===== src/rtl/jtag_bridge_pkg.sv =====
// jtag_bridge_pkg: IR command codes and bridge FSM state encoding
package jtag_bridge_pkg;
  localparam logic [3:0] IR_CTRL   = 4'd0;
  localparam logic [3:0] IR_ADDR   = 4'd1;
  localparam logic [3:0] IR_WRITE  = 4'd2;
  localparam logic [3:0] IR_READ   = 4'd3;
  localparam logic [3:0] IR_STATUS = 4'd4;
  typedef enum logic [1:0] {ST_IDLE, ST_WRITE, ST_READ} state_t;
endpackage


===== src/rtl/jtag_mem_bridge_if.sv =====
// jtag_mem_bridge_if: memory bus (req/we/addr/wdata out, ack/rdata in) with master/slave modports
interface jtag_mem_bridge_if #(
  parameter int DATA_WIDTH = 32,
  parameter int ADDR_WIDTH = 32
);
  logic                  mem_req;
  logic                  mem_we;
  logic [ADDR_WIDTH-1:0] mem_addr;
  logic [DATA_WIDTH-1:0] mem_wdata;
  logic                  mem_ack;
  logic [DATA_WIDTH-1:0] mem_rdata;
  modport master(output mem_req, mem_we, mem_addr, mem_wdata, input mem_ack, mem_rdata);
  modport slave(input mem_req, mem_we, mem_addr, mem_wdata, output mem_ack, mem_rdata);
endinterface


===== src/rtl/jtag_input_sync.sv =====
// jtag_input_sync: STAGES-deep synchronizer for tck plus WIDTH data bits (clk, rst, tck, d -> q, tck_rise)
module jtag_input_sync #(
  parameter int STAGES = 2,
  parameter int WIDTH  = 1
) (
  input  logic             clk,
  input  logic             rst,
  input  logic             tck,
  input  logic [WIDTH-1:0] d,
  output logic [WIDTH-1:0] q,
  output logic             tck_rise
);
  logic [WIDTH:0] pipe [STAGES];
  logic           tck_prev;
  always_ff @(posedge clk) begin
    if (rst) begin
      for (int i = 0; i < STAGES; i++) pipe[i] <= '0;
      tck_prev <= 1'b0;
    end else begin
      pipe[0] <= {d, tck};
      for (int i = 1; i < STAGES; i++) pipe[i] <= pipe[i-1];
      tck_prev <= pipe[STAGES-1][0];
    end
  end
  assign q        = pipe[STAGES-1][WIDTH:1];
  assign tck_rise = pipe[STAGES-1][0] & ~tck_prev;
endmodule


===== src/rtl/jtag_mem_bridge.sv =====
// jtag_mem_bridge: JTAG virtual-DR to memory bridge (clk, reset, tck/tdi/tdo, ir_in, sdr/udr/uir, core_reset, mem master bus)
module jtag_mem_bridge import jtag_bridge_pkg::*; #(
  parameter int DATA_WIDTH  = 32,
  parameter int ADDR_WIDTH  = 32,
  parameter int SYNC_STAGES = 2
) (
  input  logic                     clk,
  input  logic                     reset,
  input  logic                     tck,
  input  logic                     tdi,
  output logic                     tdo,
  input  logic [3:0]               ir_in,
  input  logic                     virtual_state_sdr,
  input  logic                     virtual_state_udr,
  input  logic                     virtual_state_uir,
  output logic                     core_reset,
  jtag_mem_bridge_if.master        mem
);
  logic                  tck_rise, tdi_s, sdr_s, udr_s, uir_s;
  logic [3:0]            ir_in_s, ir;
  logic [DATA_WIDTH-1:0] dr, wdata;
  logic [ADDR_WIDTH-1:0] addr;
  logic                  overrun, busy, upd, ack, mem_cmd;
  state_t                state, state_n;
  jtag_input_sync #(.STAGES(SYNC_STAGES), .WIDTH(8)) u_sync (
    .clk(clk),
    .rst(reset),
    .tck(tck),
    .d({virtual_state_uir, virtual_state_udr, virtual_state_sdr, ir_in, tdi}),
    .q({uir_s, udr_s, sdr_s, ir_in_s, tdi_s}),
    .tck_rise(tck_rise)
  );
  assign busy    = state != ST_IDLE;
  assign upd     = tck_rise & udr_s;
  assign ack     = busy & mem.mem_ack;
  assign mem_cmd = ir == IR_ADDR || ir == IR_WRITE || ir == IR_READ;
  always_ff @(posedge clk) state <= reset ? ST_IDLE : state_n;
  always_comb begin
    state_n = ack ? ST_IDLE
            : (!busy && upd && ir == IR_WRITE) ? ST_WRITE
            : (!busy && upd && ir == IR_READ) ? ST_READ
            : state;
  end
  always_comb begin
    mem.mem_req = busy;
    mem.mem_we  = state == ST_WRITE;
  end
  assign mem.mem_addr  = addr;
  assign mem.mem_wdata = wdata;
  assign tdo           = dr[0];
  always_ff @(posedge clk) begin
    if (reset) begin
      ir         <= '0;
      dr         <= '0;
      wdata      <= '0;
      addr       <= '0;
      overrun    <= 1'b0;
      core_reset <= 1'b1;
    end else begin
      if (tck_rise && uir_s) ir <= ir_in_s;
      if (ack && state == ST_READ) dr <= mem.mem_rdata;
      else if (upd && ir == IR_STATUS) dr <= DATA_WIDTH'({overrun, busy, core_reset});
      else if (tck_rise && sdr_s) dr <= {tdi_s, dr[DATA_WIDTH-1:1]};
      if (upd && ir == IR_CTRL) core_reset <= dr[0];
      if (upd && ir == IR_STATUS) overrun <= 1'b0;
      else if (upd && busy && mem_cmd) overrun <= 1'b1;
      if (ack) addr <= addr + ADDR_WIDTH'(DATA_WIDTH / 8);
      else if (upd && !busy && ir == IR_ADDR) addr <= dr[ADDR_WIDTH-1:0];
      if (upd && !busy && ir == IR_WRITE) wdata <= dr;
    end
  end
endmodule


===== src/flat_wrapper.sv =====
// flat-port wrapper written by rule: the top's interface ports become plain ports
module jtag_mem_bridge_flat import jtag_bridge_pkg::*;
#(
  parameter int DATA_WIDTH  = 32,
  parameter int ADDR_WIDTH  = 32,
  parameter int SYNC_STAGES = 2
)
  (clk, reset, tck, tdi, tdo, ir_in, virtual_state_sdr, virtual_state_udr, virtual_state_uir, core_reset, mem_mem_req, mem_mem_we, mem_mem_addr, mem_mem_wdata, mem_mem_ack, mem_mem_rdata);
  jtag_mem_bridge_if #(.DATA_WIDTH(DATA_WIDTH), .ADDR_WIDTH(ADDR_WIDTH)) mem_i ();
  input  logic clk;
  input  logic reset;
  input  logic tck;
  input  logic tdi;
  output logic tdo;
  input  logic [3:0] ir_in;
  input  logic virtual_state_sdr;
  input  logic virtual_state_udr;
  input  logic virtual_state_uir;
  output logic core_reset;
  output wire logic [$bits(mem_i.mem_req)-1:0] mem_mem_req;
  output wire logic [$bits(mem_i.mem_we)-1:0] mem_mem_we;
  output wire logic [$bits(mem_i.mem_addr)-1:0] mem_mem_addr;
  output wire logic [$bits(mem_i.mem_wdata)-1:0] mem_mem_wdata;
  input wire logic [$bits(mem_i.mem_ack)-1:0] mem_mem_ack;
  input wire logic [$bits(mem_i.mem_rdata)-1:0] mem_mem_rdata;
  assign mem_mem_req = mem_i.mem_req;
  assign mem_mem_we = mem_i.mem_we;
  assign mem_mem_addr = mem_i.mem_addr;
  assign mem_mem_wdata = mem_i.mem_wdata;
  assign mem_i.mem_ack = mem_mem_ack;
  assign mem_i.mem_rdata = mem_mem_rdata;
  jtag_mem_bridge #(.DATA_WIDTH(DATA_WIDTH), .ADDR_WIDTH(ADDR_WIDTH), .SYNC_STAGES(SYNC_STAGES)) u_core (.clk(clk), .reset(reset), .tck(tck), .tdi(tdi), .tdo(tdo), .ir_in(ir_in), .virtual_state_sdr(virtual_state_sdr), .virtual_state_udr(virtual_state_udr), .virtual_state_uir(virtual_state_uir), .core_reset(core_reset), .mem(mem_i));
endmodule

===== config.mk =====
export PLATFORM = sky130hd
export DESIGN_NAME = jtag_mem_bridge_flat
export DESIGN_NICKNAME = d
export VERILOG_FILES = /design/src/rtl/jtag_bridge_pkg.sv /design/src/rtl/jtag_mem_bridge_if.sv /design/src/rtl/jtag_input_sync.sv /design/src/rtl/jtag_mem_bridge.sv /design/src/flat_wrapper.sv
export SDC_FILE = /design/constraint.sdc
export NUM_CORES = 1
export LEC_CHECK = 0
export ABC_AREA = 1
export BUFFER_PORTS_ARGS = -buffer_cell sky130_fd_sc_hd__buf_2
export CAP_MARGIN = 20
export CORE_ASPECT_RATIO = 2
export CORE_MARGIN = 2
export CORE_UTILIZATION = 50
export CTS_BUF_LIST = sky130_fd_sc_hd__clkbuf_8 sky130_fd_sc_hd__clkbuf_16
export DETAILED_ROUTE_END_ITERATION = 16
export PLACE_DENSITY_LB_ADDON = 0.1
export SLEW_MARGIN = 20
export SYNTH_ARGS = -nofsm -noshare
export SYNTH_HDL_FRONTEND = slang
export SYNTH_HIERARCHICAL = 1
export SYNTH_SLANG_ARGS = --single-unit

===== constraint.sdc =====
create_clock -name clk -period 1.4 [get_ports clk]
set_clock_uncertainty 0.05 [all_clocks]
set_input_delay 0.28 -clock clk [delete_from_list [all_inputs] [get_ports clk]]
set_output_delay 0.28 -clock clk [all_outputs]
set_load 0.02 [all_outputs]

# Yosys cells after proc, flatten, opt, wreduce, memory -nomap -nowiden
# Memories as Yosys holds them, arrays and structs flattened.
# Cells that the tools add are included.
# totals
mem_count,1
ff_bits,105
out_inout_bits,68
ramBits,18
# mem_list
name,words,width,read_ports,rd_clocked_by_memory_dff,write_ports,line_no,source
u_core.u_sync.pipe,2,9,2,0,2,jtag_input_sync.sv:13,logic [WIDTH:0] pipe [STAGES];
# op_classes
addsub,1
eq_ne,6
bitwise,6
n_mux,12
n_reduce_logical,22
# op_table
operator,count
$mux W32,5
$add A32 B3 Y32 const B,1
$mux W9,2
$logic_and A1 B1 Y1,11
$eq A4 B2 Y1 const B,2
$reduce_bool A2 Y1,3
$mux W1,5
$eq A4 B1 Y1 const B,1
$eq A4 B3 Y1 const B,1
$logic_not A4 Y1,1
$reduce_or A2 Y1,2
$and A1 B1 Y1,3
$reduce_bool A3 Y1,1
$reduce_or A3 Y1,1
$eq A2 B1 Y1 const B,1
$eq A2 B2 Y1 const B,1
$logic_or A1 B1 Y1,2
$or A1 B1 Y1,2
$logic_not A1 Y1,1
$not A1 Y1,1

# Longest topological paths before layout
# logic_depth
ltp_word,7
depth_mapped,12
ltp_nobuf,11

# Modules after synthesis
# Netlist, hierarchy kept.
# modules_own_cells
module,area_each_um2,cells_each,n_inst
jtag_mem_bridge,5208.7,755,1
jtag_input_sync,613.1,68,1

# Least setup slack after synthesis
# No wires, ideal clock.
# synth_timing
kind,flip-flop to flip-flop
from,"reg u_core.addr[3], in the netlist u_core/mem.mem_addr[3]"
to,"reg u_core.addr[20], in the netlist u_core/mem.mem_addr[20]"
setup_slack_ps,-277
setup_time_ps,135
path_stages_with_launch,11
arrival_time_ps,1492
t_required_ps,1215
path_cell_list,dfxtp_1 -> ha_1 -> nand2_1 -> nor2_2 -> nand2_1 -> nor2_2 -> nand3_1 -> nand2_1 -> nand2_1 -> nand2_1 -> a21oi_2
# synth_between
elab_chain_len,2
# synth_rtl
element,line_no,source
from (decl),jtag_mem_bridge.sv:22,logic [ADDR_WIDTH-1:0] addr;
from (signal assigned),jtag_mem_bridge.sv:67,if (ack) addr <= addr + ADDR_WIDTH'(DATA_WIDTH / 8);
from (signal assigned),jtag_mem_bridge.sv:68,else if (upd && !busy && ir == IR_ADDR) addr <= dr[ADDR_WIDTH-1:0];
$add A32 B3 Y32,jtag_mem_bridge.sv:67,
$mux W32,jtag_mem_bridge.sv:67,
# No other way between the ends.
# A chain may end at the register's enable or synchronous reset.

==> results.md <==
- The placement-stage worst setup slack is -0.224 ns.
- The number of setup violations in the final report is between 100 and 150.
- The critical register-to-register path startpoint is u_core/u_sync/pipe[0][9]$_SDFF_PP0_.
- The count of nets left with antenna violations once routing finished came out at 0.
- The number of antenna violations at the first check in global routing is 0.
- The post-detailed-route wirelength per cell is ~19 µm.
- The least setup slack across all paths after layout is -0.183 ns.
- The final weighted congestion of routability-driven global placement is ~0.94.
- Pin placement for this block handled 112 I/O pins.
- Across the VDD grid, the largest voltage drop is 1.06 mV.
- Counting the fill cells in the layout gives between 700 and 800.
- The number of clock buffers added by TritonCTS is 17.
- TritonCTS built the clock tree.
- The worst min-delay path category is primary input to flop.
- The area growth from synthesis to layout is 59.0%.
- The max-slew violation count is 0.
- The worst hold path passes through 3 cells.
- Data on the critical path is required at its endpoint by between 1.5 and 2 ns.
- The area enclosed by the die boundary is 12,600 µm².
- The number of synthesized register bits is between 100 and 150.
- The total wirelength of the detailed-routed design is between 20 and 25 mm.
- Counting distinct cell types in the post-synthesis netlist gives 40.
- The multi-input gate area in the final layout is about 3500 µm².
- The core area is about 11,000 µm².
- In this run the vertical extent of the chip is 157 µm.
- The number of input and output port buffers inserted is 111.
- The cell sitting at the root of the clock tree is a clkbuf_16.
- The arrival time of data at the critical path endpoint is 1.89 ns.
- The share of flip-flops with an asynchronous set or reset is 0%.
- The synthesized instance count is 823.
- The aggregate global-route resource usage is 34.3%.
- The flow ran to the end, but the final reports show violations.
- The share of the Yosys chip area taken by registers is between 40% and 50%.
- The finished layout holds between 1,000 and 1,500 standard cells, fillers aside.
- For the pin with the worst max-slew slack, the measured transition is 0.306 ns.
- The ratio of cells with drive above 1 in the final layout is 46.3%.
- Among all flip-flop cells after synthesis, the most frequent one is dfxtp_1.
- Hold repair after CTS inserted 0 buffers.
- Counting I/O delays and the setup requirement, the final critical path takes about 1.6 ns.
- CTS built an H-tree with a depth of 4.
- The starting density of the core is 51.3%.
- The final layout contains roughly 1,100 nets.
- The number of hold violations in the final report came to 0.
- Power spread over the standard cell area amounts to 921 nW/µm².
- The critical path endpoint category is a flop.
- The max-capacitance violation count is 0.
- The pre-antenna-repair detailed-routing pass consisted of 8 iterations.
- Setup repair after global routing could not meet its margin everywhere.
- In the finished design, the share of the clock period the worst path needs comes to 113%.
- The via count of the first global-routing pass was 6,609.
- The Yosys step of the flow raised 6 warnings.
- The clock drives between 100 and 150 sinks.
- Clock-pin slew was measured on the worst setup and hold paths at around 0.05 ns.
- The net count after synthesis is just under 900.
- The detailed-placement wirelength estimate is 14.3 mm.
- In this run the cell area of the synthesized design comes to between 5000 and 6000 µm².
- Counting cells, the worst reg-to-reg path comes to 11.
- In this run the critical register-to-register path is captured at u_core/dr[0]$_SDFFE_PP0P_.
- The per-cell via count in the routed design is ~5.9.
- The register area is roughly 2500 µm².
- After global routing the overflow that remains totals 0.
- The endpoint of the worst hold-timing path is u_core/u_sync/pipe[0][6]$_SDFF_PP0_.
- The checks that failed: setup timing.
- The pin count of the biggest net entering global routing is 51.
- Hold timing on the final database bottoms out at a slack of around 0.0086 ns.
- In this run the horizontal extent of the chip is approximately 80 µm.
- The start point of the worst min-delay path is virtual_state_sdr.
- Static timing analysis puts the maximum clock frequency at ~630 MHz.
- The total number of placement rows is 55.
- Counting flops with a built-in enable in the synthesized netlist gives 0.
- The kind of launch point of the worst setup path is a flop.
- Clock latency on the worst-skew pair, taken at its later pin, is between 0.4 and 0.5 ns.
- Overall power consumption after layout is estimated at about 8.5 mW.
- By startpoint and endpoint, the worst setup path is classified as flop to flop.
- The final routed DRC violation total is 0.
- The number of violations reported at the end of detailed-routing iteration 0 is 535.
- Across all layers, the routed design uses ~7,000 vias.
- The peak fanout along the critical path is 17.
- The setup check on the worst reg-to-reg path leaves a slack of -0.18 ns.
- The count of antenna diodes in the layout is 0.
- The clock passes through at most 2 buffers.
- In this run the tightest slew margin relative to its limit is between 70 and 80%.
- In this run the static leakage power is 3.73 nW.
- Counting tap cells, the placed design contains a total of ~1,100 instances.
- The post-route core utilization is 81.5%.
- The first global-routing pass estimated around 33 mm of wire.
- The synthesized area divided by synthesized cell count is approximately 7 µm².
==> per-stage QoR <==
stage          setup TNS, ns  cell area [µm²]
2_1_floorplan          -1.28             5910
3_3_place_gp           -6.93             7190
3_5_place_dp          -10.28             7190
4_1_cts                -6.57             8570
5_1_grt               -14.69             9260
6_report               -9.80             9260
==> layout by cell type, fill, tap and decap left out, types with 20 or more instances in the layout <==
master | Yosys | layout
nand2_1 | 185 | 151
clkbuf_16 | 0 | 21
o21ai_1 | 37 | 36
nand2_2 | 0 | 26
a31oi_1 | 31 | 28
nor2_4 | 5 | 20
buf_6 | 2 | 31
buf_2 | 13 | 91
a21oi_1 | 47 | 36
nand3_1 | 83 | 53
nor2_1 | 79 | 57
inv_1 | 80 | 78
nand3_2 | 2 | 25
o21ai_2 | 3 | 34
dfxtp_1 | 123 | 97
buf_4 | 17 | 105
==> synth_stat cells, types with 3 or more instances <==
cell,count,area share (%)
dfxtp_1,123,42
nand2_1,185,12
inv_1,80,5.2
inv_2,6,0.39
buf_2,13,1.1
o22ai_1,4,0.43
a21oi_2,7,1.1
clkbuf_1,16,1.0
buf_4,17,2.2
a21oi_1,47,4.0
nand3_1,83,7.1
nor2_1,79,5.1
o21ai_1,37,3.2
nor2_4,5,0.97
o211ai_1,5,0.64
o21ai_0,46,4.0
nor2_2,7,0.75
a31oi_1,31,3.3
o21ai_2,3,0.45
==> where the power goes <==
group	switching [mW]	leakage (nW)	internal, mW	total, mW
clock	1.55	0.313	3.13	4.68
sequential	0.0279	1.01	3.53	3.55
combinational	0.171	2.41	0.125	0.295
total	1.75	3.73	6.78	8.53
==> metal layers <==
| metal | GRT usage, % | vias up | share of wire (%) |
|---|---|---|---|
| met5 | 0 | - | 0 |
| met4 | 21.9 | 0 | 7.9 |
| met3 | 6.69 | 145 | 6.5 |
| met2 | 61.8 | 425 | 53 |
| met1 | 35.0 | 3290 | 33 |
| li1 | - | 3152 | - |
==> what timing repair did <==
item                       CTS  global route
setup endpoints to repair  103           113
gates resized for setup    150           149
cloned                       5             5
buffers inserted            22            15
pin swaps                   39            41
==> area by class of cell <==
class                      count  share of cell area, %
clock buffer                  21                   5.19
clock inverter                 9                   1.57
inverter                      88                   3.97
multi-input combinational    562                   37.5
sequential                   123                   27.2
tap                          142                   1.92
timing repair buffer         251                   22.6
==> sequential cells by signal, indices dropped and copies added, names as in the netlist <==
signal and cells:
u_core/ir 4, u_core/dr 32, u_core/u_sync/tck_prev 1, u_core/state 2, u_core/mem.mem_addr 32, u_core/mem.mem_wdata 32
u_core/core_reset 1, u_core/u_sync/pipe 18, u_core/overrun 1
==> worst max-delay path: stages, from the launching register on <==
cell and delay, ns:
dfxtp_2 0.33, inv_2 0.05, nor2_4 0.09, nand2_2 0.08, inv_4 0.09, nand4_4 0.13
nand3_4 0.18, buf_12 0.17, inv_1 0.08, nand2_1 0.10, nand3_2 0.10, inv_2 0.06
==> cell families (layout without fill, tap and decap cells) <==
| family | after synthesis | in the layout | share of synthesized area (%) |
|---|---|---|---|
| AO/OA/AOI/OAI | 187 | 187 | 18.1 |
| flip-flops | 123 | 123 | 42.3 |
| AND/OR/NAND/NOR | 374 | 374 | 28.6 |
| adder cells (fa/ha/maj) | 1 | 1 | 0.215 |
| buffers and inverters | 138 | 369 | 10.8 |
==> worst max path at each step <==
stage	startpoint	endpoint	cells past startpoint	slack (ns)
after floorplan	u_core/u_sync/pipe[0][9]$_SDFF_PP0_	u_core/mem.mem_addr[16]$_SDFFE_PP0P_	11	-0.04
after global placement	u_core/u_sync/pipe[0][9]$_SDFF_PP0_	u_core/mem.mem_addr[15]$_SDFFE_PP0P_	10	-0.17
after detailed placement	u_core/u_sync/pipe[0][9]$_SDFF_PP0_	u_core/mem.mem_addr[15]$_SDFFE_PP0P_	10	-0.22
after CTS	u_core/u_sync/pipe[0][9]$_SDFF_PP0_	u_core/mem.mem_wdata[13]$_SDFFE_PP0P_	12	-0.12
after global routing	u_core/u_sync/pipe[0][9]$_SDFF_PP0_	u_core/dr[15]$_SDFFE_PP0P_	9	-0.23
final	u_core/u_sync/pipe[0][9]$_SDFF_PP0_	u_core/dr[0]$_SDFFE_PP0P_	11	-0.18
Power figures use the tool's default switching activity.
